**src/rtl/fb_write_scheduler_if.sv**
```systemverilog
// Rasterizer pixel stream into the framebuffer write scheduler.
// Valid/ready handshake: a pixel moves when px_valid && px_ready.
interface fb_write_scheduler_if #(
    parameter int COLOR_W = 8
);
    logic               px_valid;
    logic               px_ready;
    logic [9:0]         px_x;
    logic [9:0]         px_y;
    logic [COLOR_W-1:0] px_color;

    modport master (
        output px_valid, px_x, px_y, px_color,
        input  px_ready
    );

    modport slave (
        input  px_valid, px_x, px_y, px_color,
        output px_ready
    );
endinterface

```
**src/rtl/fb_write_scheduler.sv**
```systemverilog
// Owns framebuffer write port A: arbitrates a full-buffer clear
// engine against the rasterizer pixel stream, dropping off-screen pixels.
module fb_write_scheduler #(
    parameter int FB_WIDTH  = 320,
    parameter int FB_HEIGHT = 240,
    parameter int ADDR_W    = 17,
    parameter int COLOR_W   = 8
) (
    input  logic                aclk,
    input  logic                arstn,
    input  logic                clear_start,
    input  logic [COLOR_W-1:0]  clear_color,
    output logic                clear_busy,
    output logic                clear_done,
    fb_write_scheduler_if.slave px,
    output logic                fb_wea,
    output logic [ADDR_W-1:0]   fb_addra,
    output logic [COLOR_W-1:0]  fb_dina,
    output logic [15:0]         drop_count
);
    localparam logic [ADDR_W-1:0] LAST =
        ADDR_W'(FB_WIDTH * FB_HEIGHT - 1);

    typedef enum logic {
        IDLE,
        CLEAR
    } state_e;

    state_e               state_q, state_d;
    logic [ADDR_W-1:0]    cnt_q, cnt_d;
    logic [COLOR_W-1:0]   color_q, color_d;
    logic                 wea_q, wea_d;
    logic [ADDR_W-1:0]    addr_q, addr_d;
    logic [COLOR_W-1:0]   din_q, din_d;
    logic                 done_q, done_d;
    logic [15:0]          drop_q, drop_d;

    logic                 accept;
    logic                 on_screen;
    logic [ADDR_W-1:0]    px_addr;
    logic [ADDR_W-1:0]    cnt_nxt;

    assign px.px_ready = (state_q == IDLE) && !clear_start;
    assign accept      = px.px_valid && px.px_ready;
    assign on_screen   = (int'(px.px_x) < FB_WIDTH) &&
                         (int'(px.px_y) < FB_HEIGHT);
    assign px_addr     = ADDR_W'(px.px_y) * ADDR_W'(FB_WIDTH) +
                         ADDR_W'(px.px_x);
    assign cnt_nxt     = cnt_q + 1'b1;

    // cnt_q holds the address most recently written by the clear
    always_comb begin
        state_d = state_q;
        cnt_d   = cnt_q;
        color_d = color_q;
        wea_d   = 1'b0;
        addr_d  = addr_q;
        din_d   = din_q;
        done_d  = 1'b0;
        drop_d  = drop_q;
        unique case (state_q)
            IDLE: begin
                if (clear_start) begin
                    state_d = CLEAR;
                    color_d = clear_color;
                    cnt_d   = '0;
                    wea_d   = 1'b1;
                    addr_d  = '0;
                    din_d   = clear_color;
                    done_d  = (LAST == '0);
                end else if (accept) begin
                    if (on_screen) begin
                        wea_d  = 1'b1;
                        addr_d = px_addr;
                        din_d  = px.px_color;
                    end else if (drop_q != 16'hFFFF) begin
                        drop_d = drop_q + 16'd1;
                    end
                end
            end
            CLEAR: begin
                if (cnt_q == LAST) begin
                    state_d = IDLE;
                end else begin
                    cnt_d  = cnt_nxt;
                    wea_d  = 1'b1;
                    addr_d = cnt_nxt;
                    din_d  = color_q;
                    done_d = (cnt_nxt == LAST);
                end
            end
        endcase
    end

    always_ff @(posedge aclk) begin
        if (!arstn) begin
            state_q <= IDLE;
            cnt_q   <= '0;
            color_q <= '0;
            wea_q   <= 1'b0;
            addr_q  <= '0;
            din_q   <= '0;
            done_q  <= 1'b0;
            drop_q  <= '0;
        end else begin
            state_q <= state_d;
            cnt_q   <= cnt_d;
            color_q <= color_d;
            wea_q   <= wea_d;
            addr_q  <= addr_d;
            din_q   <= din_d;
            done_q  <= done_d;
            drop_q  <= drop_d;
        end
    end

    assign clear_busy = (state_q == CLEAR);
    assign clear_done = done_q;
    assign fb_wea     = wea_q;
    assign fb_addra   = addr_q;
    assign fb_dina    = din_q;
    assign drop_count = drop_q;
endmodule
```
**src/flat_wrapper.sv**
```systemverilog
// flat-port wrapper written by rule: the top's interface ports become plain ports
module fb_write_scheduler_flat 
#(
    parameter int FB_WIDTH  = 320,
    parameter int FB_HEIGHT = 240,
    parameter int ADDR_W    = 17,
    parameter int COLOR_W   = 8
)
  (aclk, arstn, clear_start, clear_color, clear_busy, clear_done, fb_wea, fb_addra, fb_dina, drop_count, px_px_valid, px_px_x, px_px_y, px_px_color, px_px_ready);
  fb_write_scheduler_if #(.COLOR_W(COLOR_W)) px_i ();
  input  logic aclk;
  input  logic arstn;
  input  logic clear_start;
  input  logic [COLOR_W-1:0] clear_color;
  output logic clear_busy;
  output logic clear_done;
  output logic fb_wea;
  output logic [ADDR_W-1:0] fb_addra;
  output logic [COLOR_W-1:0] fb_dina;
  output logic [15:0] drop_count;
  input wire logic [$bits(px_i.px_valid)-1:0] px_px_valid;
  input wire logic [$bits(px_i.px_x)-1:0] px_px_x;
  input wire logic [$bits(px_i.px_y)-1:0] px_px_y;
  input wire logic [$bits(px_i.px_color)-1:0] px_px_color;
  output wire logic [$bits(px_i.px_ready)-1:0] px_px_ready;
  assign px_i.px_valid = px_px_valid;
  assign px_i.px_x = px_px_x;
  assign px_i.px_y = px_px_y;
  assign px_i.px_color = px_px_color;
  assign px_px_ready = px_i.px_ready;
  fb_write_scheduler #(.FB_WIDTH(FB_WIDTH), .FB_HEIGHT(FB_HEIGHT), .ADDR_W(ADDR_W), .COLOR_W(COLOR_W)) u_core (.aclk(aclk), .arstn(arstn), .clear_start(clear_start), .clear_color(clear_color), .clear_busy(clear_busy), .clear_done(clear_done), .px(px_i), .fb_wea(fb_wea), .fb_addra(fb_addra), .fb_dina(fb_dina), .drop_count(drop_count));
endmodule
```
**config.mk**
```make
export PLATFORM = sky130hd
export DESIGN_NAME = fb_write_scheduler_flat
export DESIGN_NICKNAME = d
export VERILOG_FILES = /design/src/rtl/fb_write_scheduler_if.sv /design/src/rtl/fb_write_scheduler.sv /design/src/flat_wrapper.sv
export SDC_FILE = /design/constraint.sdc
export NUM_CORES = 1
export LEC_CHECK = 0
export BUFFER_PORTS_ARGS = -buffer_cell sky130_fd_sc_hd__buf_2
export CAP_MARGIN = 20
export CORE_UTILIZATION = 40
export CTS_BUF_LIST = sky130_fd_sc_hd__clkbuf_8
export CTS_CLUSTER_SIZE = 10
export DETAILED_ROUTE_END_ITERATION = 12
export SLEW_MARGIN = 20
export SYNTH_ARGS = -nofsm -noshare
export SYNTH_HDL_FRONTEND = slang
export SYNTH_SLANG_ARGS = --single-unit
```
**constraint.sdc**
```tcl
create_clock -name aclk -period 5.6 [get_ports aclk]
set_input_delay 0.84 -clock aclk [delete_from_list [all_inputs] [get_ports aclk]]
set_output_delay 0.84 -clock aclk [all_outputs]
set_load 0.01 [all_outputs]
```
Yosys cells after proc, flatten, opt, wreduce, memory -nomap -nowiden
Index checks and enable logic that the tools add are counted.
{ "classes": {"n_addsub": 3, "mul": 1, "bitwise_logic": 3, "n_mux": 21, "n_lt_le_gt_ge": 2, "reduce_logical": 8, "eq_ne": 7} }
{ "op_table": {"columns": ["cell", "n"], "rows": [
  ["2-to-1 mux 17 bit", 5],
  ["one-hot mux 17 bit (2 select lines)", 2],
  ["equality test 17 bit, second input constant", 2],
  ["2-to-1 mux 8 bit", 4],
  ["adder 17 x 1 -> 17 bit, second input constant", 1],
  ["adder 17 x 10 -> 17 bit", 1],
  ["adder 16 x 1 -> 16 bit, second input constant", 1],
  ["!= test 16 bit, second input constant", 1],
  ["one-hot mux 8 bit (2 select lines)", 1],
  ["multiplier 10 x 3 -> 11 bit, second input constant", 1],
  ["< comparator 10 x 8 -> 1 bit, second input constant", 1],
  ["< comparator 10 x 9 -> 1 bit, second input constant", 1],
  ["2-to-1 mux 1 bit", 6],
  ["!= test 3 x 2 -> 1 bit, second input constant", 2],
  ["one-hot mux 1 bit (2 select lines)", 3],
  ["AND reduction 5 bit", 1],
  ["!= test 2 bit, second input constant", 2],
  ["AND reduction 2 bit", 2],
  ["logical AND 1 bit", 3],
  ["NOT 1 bit", 3],
  ["AND reduction 3 bit", 1],
  ["zero test 1 bit", 1]
]} }
{ "totals": {"in_bits": 40, "regBits": 69, "wordCells": 53, "output_inout_bits": 45} }

Depth between registers and ports, before layout
Gate-level depths: netlist of run 1.
{ "depth": {"ltp_word": 6, "ltp_mapped": 10, "depth_no_buf": 10} }

Least setup slack after synthesis of run 1
No wires, ideal clock.
{ "synth_timing": {"kind": "input port to flip-flop", "start": "in px_px_y[1]", "end": "reg u_core.addr_q[16], in the netlist u_core.fb_addra[16]", "setup_slack_ps": 2511, "cell_stages": 10, "setup_ps": 116, "arrival_ps": 2973, "required_ps": 5484, "path_buffers": 0, "cell_sequence": "ha_1 -> ha_1 -> fa_1 -> a211oi_1 -> o21bai_1 -> a21oi_1 -> xor2_1 -> nor4_1 -> xnor2_1 -> a41o_1"} }
{ "synth_between": {"elab_chain_cells": 6, "word_cells_on_any_way": 10, "cone_classes": "add/sub: 1; mul: 1; order compare: 1; eq/ne: 1; mux: 4; reduce/logical: 2"} }
{ "synth_rtl": {"columns": ["item", "line", "text"], "rows": [
  ["start, declared", "flat_wrapper.sv:23", "input wire logic [$bits(px_i.px_y)-1:0] px_px_y;"],
  ["multiplier 10 x 3 -> 11 bit", "fb_write_scheduler.sv:47", "assign px_addr = ADDR_W'(px.px_y) * ADDR_W'(FB_WIDTH) +"],
  ["adder 17 x 10 -> 17 bit", "fb_write_scheduler.sv:47", null],
  ["2-to-1 mux 17 bit", "fb_write_scheduler.sv:72", "if (on_screen) begin"],
  ["2-to-1 mux 17 bit", "fb_write_scheduler.sv:71", "end else if (accept) begin"],
  ["2-to-1 mux 17 bit", "fb_write_scheduler.sv:63", "if (clear_start) begin"],
  ["one-hot mux 17 bit (2 select lines)", "fb_write_scheduler.sv:61", "unique case (state_q)"],
  ["end signal, assigned", "fb_write_scheduler.sv:110", "addr_q <= addr_d;"],
  ["end, declared", "fb_write_scheduler.sv:33", "logic [ADDR_W-1:0] addr_q, addr_d;"]
]} }
Several ways; a longest one is shown, not always the timed one. The select of a mux whose other input is x is not followed.
A chain may end at the register's enable or synchronous reset.

Worst setup path in the final report of run 1
Same ends and word-level chain as after synthesis.

==> qor.csv, run 1 <==
stage,metric,value,unit
clock_network,post-CTS setup repair buffer count,0,
clock_network,clock buffer depth,2,
cells_and_area,Inserted Diodes,0,
clock_network,Clock Sinks,69,
synthesis,Mean Syn Cell Area,8.330,µm²
setup_path,RR Endpoint,u_core.fb_addra[16],
synthesis,share of the yosys chip area belonging to registers,34.62,%
power,P_leak,2.002,nW
placement,IO buf count,84,
sta,period utilization,54.28,%
setup_path,CP max stage cell,fa_1,
setup_path,Critical Path Fanout Max,3,
drt,vias,3563,
synthesis,top cell type by total area after synthesis,dfxtp_1,
synthesis,Synth area leaders,"dfxtp_1, ha_1, nor2_1",
sta,RSZ-0062 raised after global routing,no,
setup_path,critical-path cell list,buf_2 > ha_1 > ha_1 > fa_1 > a21o_1 > a21oi_1 > xnor2_1 > nand3_1 > nor4_1 > xnor2_1 > a41o_1,
clock_network,Clock Pin Slew Worst Setup and Hold Paths,0.08,ns
floorplan,die height,101.9,µm
grt,global-route wire length before repair,16130,µm
synthesis,simple-gate share of the synthesized area,22.86,%
setup_path,cell depth of the worst flop-to-flop path,7,
grt,largest net degree at the start of global routing,39,
clock_network,clock latency on the worst-skew pair,0.34,ns
clock_network,root buffer cell,clkbuf_8,
setup_path,FF-to-FF setup slack,2.77,ns
synthesis,area share of fa/ha/maj cells after synthesis,7.902,%
setup_path,Worst path max stage delay,0.43,ns
sta,final worst slack,2.560,ns
floorplan,Initial Utilization,41.01,%
synthesis,ys async rst share,0,%
synthesis,Cell variety after synth,55,
flow_run,max cap viols,0,
sta,final setup violation count,0,
drt,DRC errors left,0,
synthesis,gate count of the mapped netlist,479,
cells_and_area,"Design Area, Final",0.004682,mm²
cells_and_area,Syn-to-layout area delta,17.34,%
placement,gpl congestion,0.8297,
sta,Max Fclk,329.0,MHz
synthesis,Yosys top cell area share,34.62,%
floorplan,Top-Level Pins,85,
sta,setup_tns,0,ns
sta,Worst Max-Slew Pin Slew,0.9233,ns
hold_path,Hold Path Class,reg -> reg,
setup_path,CP startpoint kind,primary input,
setup_path,CP required,5.84,ns
grt,gr usage total,19.87,%
setup_path,Setup crit end,u_core.fb_addra[16],
power,Tot Pwr,1.191,mW
synthesis,number of synthesized flops with an enable pin,0,
sta,"Hold Violations, Final",0,
synthesis,Ys Warns,0,
setup_path,Setup CP Type,in -> reg,
synthesis,Mapped Area,0.003990,mm²
drt,First-pass DRT Iterations,4,
grt,initial antenna violation count,0,
floorplan,area of the core,0.009729,mm²
synthesis,Most used DFF post-synth,dfxtp_1,
setup_path,Worst Path Arrival,3.28,ns
synthesis,post-synthesis compound-gate area fraction,17.31,%
synthesis,Seq cells post-synth,69,
synthesis,Mapped Nets,543,
clock_network,Resized Gates After CTS,0,
sta,relative slew slack,38.32,%
power,peak supply drop,0.1066,mV
sta,Fin Clk Skew,0.01068,ns
floorplan,Die W,101.9,µm
synthesis,largest family of logic cells by synthesized area,simple AND/OR/NAND/NOR gates,
cells_and_area,most frequent cells in the layout,"buf_2, dfxtp_1, nor2_1, nand2_1, a21oi_1",
synthesis,Post-Synth XOR/XNOR Area,9.000,%
clock_network,htree depth,3,
drt,initial DRC count,140,
clock_network,TritonCTS buffer count,9,
placement,dpl ws,2.190,ns
setup_path,Crit Reg-Reg Startpoint,u_core.cnt_q[6],
drt,Via-to-Cell Ratio,5.209,
grt,vias in the first global route,3283,
cells_and_area,layout net count,611,
drt,WL/cell,14.53,µm
sta,"Slew Viols, Final",0,
cells_and_area,share of cells above drive strength 1,19.96,%
drt,drt total wl,9936,µm
floorplan,full die area,0.01038,mm²
synthesis,multiplexer share of the synthesized area,4.014,%
clock_network,CTS tree,yes,
sta,post-layout minimum cycle time,3.040,ns
grt,"Remaining Overflow, GRT",0,
drt,post-route ant nets,0,
power,PD cells,254.4,mW/mm²
setup_path,Worst setup EP type,flop,
run_status,run status,finished clean,
cells_and_area,"commonest non-fill, non-tap cell in the layout",buf_2,
placement,post-DP HPWL,7103,µm
setup_path,Worst Setup SP,px_px_y[1],
floorplan,Rows,36,
clock_network,CTS Hold Bufs,0,
placement,DP Area,0.004469,mm²
-- per-layer routing --
layer	global-route usage (%)	routed length, µm
met1	27.31	4791
met2	32.22	4635
met3	3.420	447
met4	5.385	62
met5	0	0
-- worst min-delay path by stage --
stage / startpoint / endpoint / cells past startpoint
floorplan: u_core.cnt_q[9] / u_core.cnt_q[9] / 2
CTS: u_core.fb_dina[7] / u_core.fb_dina[7] / 2
global route: u_core.fb_dina[2] / u_core.fb_dina[2] / 2
global placement: u_core.fb_dina[1] / u_core.fb_dina[1] / 2
detailed placement: u_core.fb_dina[7] / u_core.fb_dina[7] / 2
finish: u_core.fb_dina[5] / u_core.fb_dina[5] / 2
-- state kept, by name, indices dropped and copies added, names as in the netlist --
name	count
u_core.drop_count	16
u_core.color_q	8
u_core.clear_busy	1
u_core.fb_wea	1
u_core.fb_addra	17
u_core.cnt_q	17
u_core.fb_dina	8
u_core.clear_done	1
-- through the flow --
step                      hold WS, ns  std cells  utilization [%]
after global routing           0.4768        684            48.12
after floorplan                0.4569        479                -
after global placement         0.4419        669            45.86
after CTS                      0.4595        684            48.12
after detailed placement       0.4472        669            45.94
final                          0.4575        684            48.12
-- final cells by class --
type	count	area [µm²]
clock buffer	9	123.9
clock inverter	6	88.84
fill	1002	5047
inverter	11	41.29
multi-input combinational	370	2445
sequential	69	1381
tap	133	166.4
timing repair buffer	86	435.4
-- logic make-up after synthesis --
kind of cell,after synthesis
AO/OA/AOI/OAI,109
buffers and inverters,40
XOR/XNOR,41
adder cells (fa/ha/maj),24
multiplexers,16
AND/OR/NAND/NOR,180
flip-flops,69
-- where the power goes --
part	total [mW]	switching, mW	internal (mW)
registers	0.524	0.0119	0.512
logic	0.226	0.131	0.0950
clock network	0.441	0.193	0.248
-- worst max-delay path, delay by kind of cell --
| kind | cells | cell delay [ns] |
|---|---|---|
| and+or+nand+nor | 2 | 0.43 |
| AOI/OAI and AO/OA | 3 | 0.61 |
| xor gates and xnor gates | 2 | 0.32 |
| adders and majority gates | 3 | 0.95 |
| buffers and inverters | 1 | 0.13 |
-- cells in the mapped netlist (3+ instances only) --
master     instances
a221oi_1          10
or3_1              9
nand2_1           41
ha_1              22
a211oi_1           6
o21a_1             3
a21oi_1           38
nor2_1            52
clkbuf_1          20
a31oi_1            4
mux2i_1           16
nor2b_1            3
dfxtp_1           69
inv_1             10
buf_2              5
xnor2_1           22
a21o_1             8
nand3b_1           4
a2bb2oi_1          3
and3_1             7
nor3_1            18
nand4_1            5
o21ai_0           27
nand3_1           15
and4_1             5
and2_1             5
xor2_1            19
Note: power is estimated with default switching activity, not from simulation.
==> run 2, diff against run 1 <==
clock period = 3.17 ns   (was 5.6 ns; I/O delays follow)
==> qor.csv, run 2 (synthesis results as in run 1) <==
stage,metric,value,unit
run_status,run status,finished clean,
placement,gpl congestion,0.8987,
setup_path,Worst path max stage delay,0.44,ns
hold_path,hold endpoint,u_core.color_q[3],
placement,DP Area,0.004492,mm²
floorplan,area of the core,0.009729,mm²
sta,Fin Clk Skew,0.01186,ns
grt,vias in the first global route,3304,
power,P_leak,2.021,nW
cells_and_area,layout net count,615,
floorplan,Initial Utilization,41.01,%
flow_run,max cap viols,0,
drt,First-pass DRT Iterations,6,
drt,initial DRC count,133,
setup_path,Worst Path Arrival,2.91,ns
sta,"Hold Violations, Final",0,
clock_network,clock latency on the worst-skew pair,0.35,ns
sta,relative slew slack,38.37,%
grt,global-route wire length before repair,15990,µm
hold_path,Worst Hold Depth,3,
setup_path,most used cell along the critical path,ha_1,
floorplan,full die area,0.01038,mm²
setup_path,RR Endpoint,u_core.fb_dina[6],
grt,gr usage total,19.70,%
setup_path,CP startpoint kind,primary input,
sta,period utilization,84.26,%
clock_network,root buffer cell,clkbuf_8,
setup_path,Critical Path Fanout Max,3,
drt,DRC errors left,0,
drt,vias,3608,
placement,dpl ws,0.1405,ns
sta,Max Fclk,374.4,MHz
cells_and_area,"Design Area, Final",0.004705,mm²
floorplan,Rows,36,
clock_network,Resized Gates After CTS,0,
clock_network,post-CTS setup repair buffer count,0,
setup_path,CP max stage cell,fa_1,
grt,initial antenna violation count,0,
cells_and_area,"commonest non-fill, non-tap cell in the layout",buf_2,
sta,final worst slack,0.4988,ns
cells_and_area,share of cells above drive strength 1,20.54,%
drt,post-route ant nets,0,
cells_and_area,most frequent cells in the layout,"buf_2, dfxtp_1, nor2_1, nand2_1, a21oi_1",
setup_path,FF-to-FF setup slack,0.64,ns
grt,"Remaining Overflow, GRT",0,
clock_network,CTS tree,yes,
floorplan,die height,101.9,µm
cells_and_area,Layout fillers,970,
setup_path,Worst setup EP type,flop,
setup_path,cell depth of the worst flop-to-flop path,7,
drt,Via-to-Cell Ratio,5.244,
cells_and_area,Syn-to-layout area delta,17.91,%
drt,WL/cell,14.31,µm
sta,final setup violation count,0,
clock_network,clock buffer depth,2,
drt,drt total wl,9847,µm
hold_path,Hold Path Class,in -> reg,
setup_path,critical-path cell list,buf_2 > ha_1 > ha_1 > fa_1 > a211oi_1 > o21bai_1 > a21oi_1 > xor2_1 > nor4_1 > xnor2_1 > a41o_1,
placement,post-DP HPWL,7123,µm
grt,largest net degree at the start of global routing,58,
cells_and_area,Inserted Diodes,0,
hold_path,startpoint of the worst hold path,clear_color[3],
setup_path,CP required,3.41,ns
sta,"Slew Viols, Final",0,
placement,IO buf count,84,
floorplan,Die W,101.9,µm
power,PD cells,446.7,mW/mm²
setup_path,Crit Reg-Reg Startpoint,u_core.cnt_q[6],
clock_network,TritonCTS buffer count,9,
sta,RSZ-0062 raised after global routing,no,
sta,setup_tns,0,ns
clock_network,CTS Hold Bufs,0,
sta,hold slack,0.3904,ns
setup_path,Setup CP Type,in -> reg,
clock_network,htree depth,3,
sta,Worst Max-Slew Pin Slew,0.9226,ns
clock_network,Clock Pin Slew Worst Setup and Hold Paths,0.08,ns
sta,post-layout minimum cycle time,2.671,ns
floorplan,Top-Level Pins,85,
clock_network,Clock Sinks,69,
power,peak supply drop,0.1954,mV
run 2: cell count changes in the layout (fill, tap and decap cells not counted), sizes merged:
cell  delta
buf      +4
run 2: final cells by class:
cell class | count | area (µm²) | area share, %
multi-input cells | 370 | 2437 | 51.81
clock buffers | 9 | 123.9 | 2.633
well taps | 133 | 166.4 | 3.537
inverters | 11 | 41.29 | 0.8777
repair buffers | 90 | 465.4 | 9.894
clock inverters | 6 | 88.84 | 1.888
flip-flops and latches | 69 | 1381 | 29.36
run 2: metal layers:
layer | up-vias | GRT usage, % | share of wire, %
met5 | - | 0 | 0
met4 | 0 | 7.143 | 2.0
met3 | 12 | 3.215 | 5.0
met2 | 107 | 30.87 | 46
met1 | 1643 | 27.36 | 48
li1 | 1846 | - | -
run 2: power breakdown:
part	leakage, nW	internal (mW)	switching, mW
clock	0.101	0.438	0.340
combinational	1.36	0.171	0.228
sequential	0.563	0.904	0.0213
run 2: worst max-delay path, delay by kind of cell:
kind                       cells  cell delay, ns
AOI/OAI and AO/OA              4            0.78
xor gates and xnor gates       2            0.21
adders and majority gates      3            0.96
buffers and inverters          1            0.12
and+or+nand+nor                1            0.35
run 2: through the flow:
stage | std cells | util (%) | power, mW
CTS | 688 | 48.35 | 2.119
floorplan | 479 | - | 1.219
finish | 688 | 48.35 | 2.102
global route | 688 | 48.35 | 2.210
global placement | 673 | 46.17 | 1.340
detailed placement | 673 | 46.17 | 1.345
run 2: worst max path at each step:
stage | to | startpoint | cells after the start | slack [ns]
floorplan | u_core.fb_addra[16] | px_px_y[1] | 10 | 0.45
global placement | u_core.fb_addra[16] | px_px_y[1] | 11 | 0.17
detailed placement | u_core.fb_addra[16] | px_px_y[1] | 11 | 0.14
CTS | u_core.fb_addra[16] | px_px_y[1] | 11 | 0.49
global route | u_core.fb_addra[16] | px_px_y[1] | 11 | 0.33
finish | u_core.fb_addra[16] | px_px_y[1] | 11 | 0.50
==> run 3, diff against run 2 <==
ABC_AREA = 1   (was default)
clock period = 2.5 ns   (was 3.17 ns; I/O delays follow)
==> qor.csv, run 3 <==
stage,metric,value,unit
setup_path,Worst setup EP type,flop,
placement,post-DP HPWL,8354,µm
power,PD cells,524.3,mW/mm²
drt,initial DRC count,170,
synthesis,Post-synth top cells,"nand2_1, nor2_1, dfxtp_1, nand3_1, inv_1",
placement,gpl congestion,0.8896,
synthesis,top cell type by total area after synthesis,dfxtp_1,
setup_path,Worst path max stage delay,0.49,ns
clock_network,Clock Sinks,69,
drt,vias,4215,
sta,relative slew slack,54.42,%
setup_path,Worst Path Buf+Inv,2,
synthesis,Most used DFF post-synth,dfxtp_1,
cells_and_area,Syn-to-layout area delta,18.03,%
drt,WL/cell,12.72,µm
setup_path,Worst Path Arrival,2.41,ns
synthesis,gate count of the mapped netlist,634,
setup_path,CP max stage cell,dfxtp_1,
clock_network,clock buffer depth,2,
setup_path,Critical Path Fanout Max,34,
synthesis,Cell variety after synth,32,
drt,post-route ant nets,0,
setup_path,CP startpoint kind,flop,
setup_path,critical-path cell list,ha_1 > nand2_2 > nor2_4 > nand2_2 > nor3_2 > nand2_2 > nand2_2 > inv_4 > nor2_1 > nor2_1 > o21ai_0 > inv_1,
synthesis,Ys Warns,0,
clock_network,htree depth,3,
synthesis,Mapped Area,0.004158,mm²
grt,initial antenna violation count,0,
setup_path,Critical Path Stages,12,
setup_path,Setup CP Type,reg -> reg,
synthesis,Seq cells post-synth,69,
placement,IO buf count,84,
hold_path,startpoint of the worst hold path,clear_color[0],
sta,Fin Clk Skew,0.01415,ns
floorplan,Die W,104.0,µm
sta,"Slew Viols, Final",0,
sta,Worst Max-Slew Pin Slew,0.6826,ns
drt,First-pass DRT Iterations,4,
clock_network,root buffer cell,clkbuf_8,
floorplan,Top-Level Pins,85,
sta,RSZ-0062 raised after global routing,no,
sta,period utilization,87.01,%
grt,gr usage total,20.98,%
synthesis,share of the yosys chip area belonging to registers,33.22,%
run_status,run status,finished clean,
drt,DRC errors left,0,
setup_path,CP required,2.73,ns
floorplan,Initial Utilization,41.96,%
grt,"Remaining Overflow, GRT",0,
cells_and_area,share of cells above drive strength 1,16.99,%
sta,Max Fclk,459.7,MHz
synthesis,Yosys top cell area share,33.22,%
clock_network,CTS tree,yes,
floorplan,Rows,36,
sta,"Hold Violations, Final",0,
cells_and_area,Inserted Diodes,0,
drt,Via-to-Cell Ratio,4.918,
floorplan,die height,104.0,µm
clock_network,Clock Pin Slew Worst Setup and Hold Paths,0.08,ns
cells_and_area,most frequent cells in the layout,"nand2_1, nor2_1, buf_2, dfxtp_1, nand3_1",
clock_network,TritonCTS buffer count,9,
clock_network,post-CTS setup repair buffer count,0,
floorplan,area of the core,0.009910,mm²
grt,largest net degree at the start of global routing,38,
floorplan,full die area,0.01081,mm²
synthesis,number of synthesized flops with an enable pin,0,
synthesis,Mapped Nets,698,
grt,global-route wire length before repair,18660,µm
power,Tot Pwr,2.573,mW
hold_path,Worst Hold Depth,3,
clock_network,clock latency on the worst-skew pair,0.35,ns
setup_path,Crit Reg-Reg Startpoint,u_core.cnt_q[0],
synthesis,"count leader, synth",nand2_1,
setup_path,Worst Setup SP,u_core.cnt_q[0],
sta,post-layout minimum cycle time,2.175,ns
power,peak supply drop,0.2792,mV
synthesis,Mean Syn Cell Area,6.558,µm²
setup_path,cell depth of the worst flop-to-flop path,12,
drt,drt total wl,10900,µm
synthesis,ys async rst share,0,%
sta,setup_tns,0,ns
setup_path,most used cell along the critical path,nand2_2,
setup_path,Top delay family on crit path,simple AND/OR/NAND/NOR gates,
clock_network,CTS Hold Bufs,0,
synthesis,Synth area leaders,"dfxtp_1, nand2_1, nor2_1",
clock_network,Resized Gates After CTS,0,
sta,final setup violation count,0,
power,P_leak,2.289,nW
hold_path,Hold Path Class,in -> reg,
cells_and_area,Layout fillers,1040,
cells_and_area,layout net count,784,
grt,vias in the first global route,3952,
cells_and_area,"commonest non-fill, non-tap cell in the layout",nand2_1,
flow_run,max cap viols,0,
-- run 3: cell count changes in the layout (fill, tap and decap cells not counted), sizes merged, moves of 9 or more --
cell / previous run / this run
inv: 10 / 57
nand4: 5 / 17
xnor2: 22 / 6
or3: 9 / 0
nand3: 16 / 55
mux2i: 16 / 0
a21oi: 39 / 51
a221oi: 10 / 0
nor3: 19 / 10
nor2: 52 / 89
nand2: 41 / 183
-- run 3: final timing paths --
path / end / slack (ns)
min reg2reg: u_core.color_q[5] / 0.47
min: u_core.color_q[0] / 0.30
max reg2reg: u_core.fb_addra[11] / 0.32
max: u_core.fb_addra[11] / 0.32
-- run 3: worst min-delay path: stages --
cell     delay [ns]
buf_2          0.09
nand2_1        0.07
a21oi_1        0.06
-- run 3: area by class of cell --
type / instances / area, µm² / area share [%]
repair buffers: 93 / 488.0 / 9.944
clock buffers: 9 / 123.9 / 2.524
inverters: 57 / 216.5 / 4.411
multi-input cells: 490 / 2466 / 50.26
flip-flops and latches: 69 / 1381 / 28.15
clock inverters: 6 / 65.06 / 1.326
well taps: 133 / 166.4 / 3.391
-- run 3: kinds of logic (layout without fill, tap and decap cells) --
group / Yosys count / count (layout) / synth area share, %
flip-flops: 69 / 69 / 33.22
AO/OA/AOI/OAI: 90 / 90 / 11.47
XOR/XNOR: 18 / 18 / 3.792
buffers and inverters: 75 / 165 / 7.523
adder cells (fa/ha/maj): 24 / 24 / 7.583
AND/OR/NAND/NOR: 358 / 358 / 36.41
-- run 3: metrics by stage --
step	setup slack, ns	hold slack [ns]	instances	instance area (µm²)	util, %
2_1_floorplan	0.3668	0.4456	634	4158	-
3_3_place_gp	0.08203	0.4531	842	4718	47.61
3_5_place_dp	0.03348	0.4583	842	4718	47.61
4_1_cts	0.3108	0.2851	857	4907	49.52
5_1_grt	0.09028	0.2902	857	4907	49.52
6_report	0.3247	0.3004	857	4907	49.52
-- run 3: metal layers --
metal,track usage (%),part of all wire [%]
met2,35.52,46
met5,0,0
met3,3.509,4.7
met4,6.122,1.2
met1,27.29,48
-- run 3: power breakdown --
group | total [mW] | internal, mW | switching, mW | leakage (nW)
registers | 1.18 | 1.15 | 0.0295 | 0.563
clock network | 0.898 | 0.455 | 0.443 | 0.0950
logic | 0.499 | 0.187 | 0.311 | 1.63
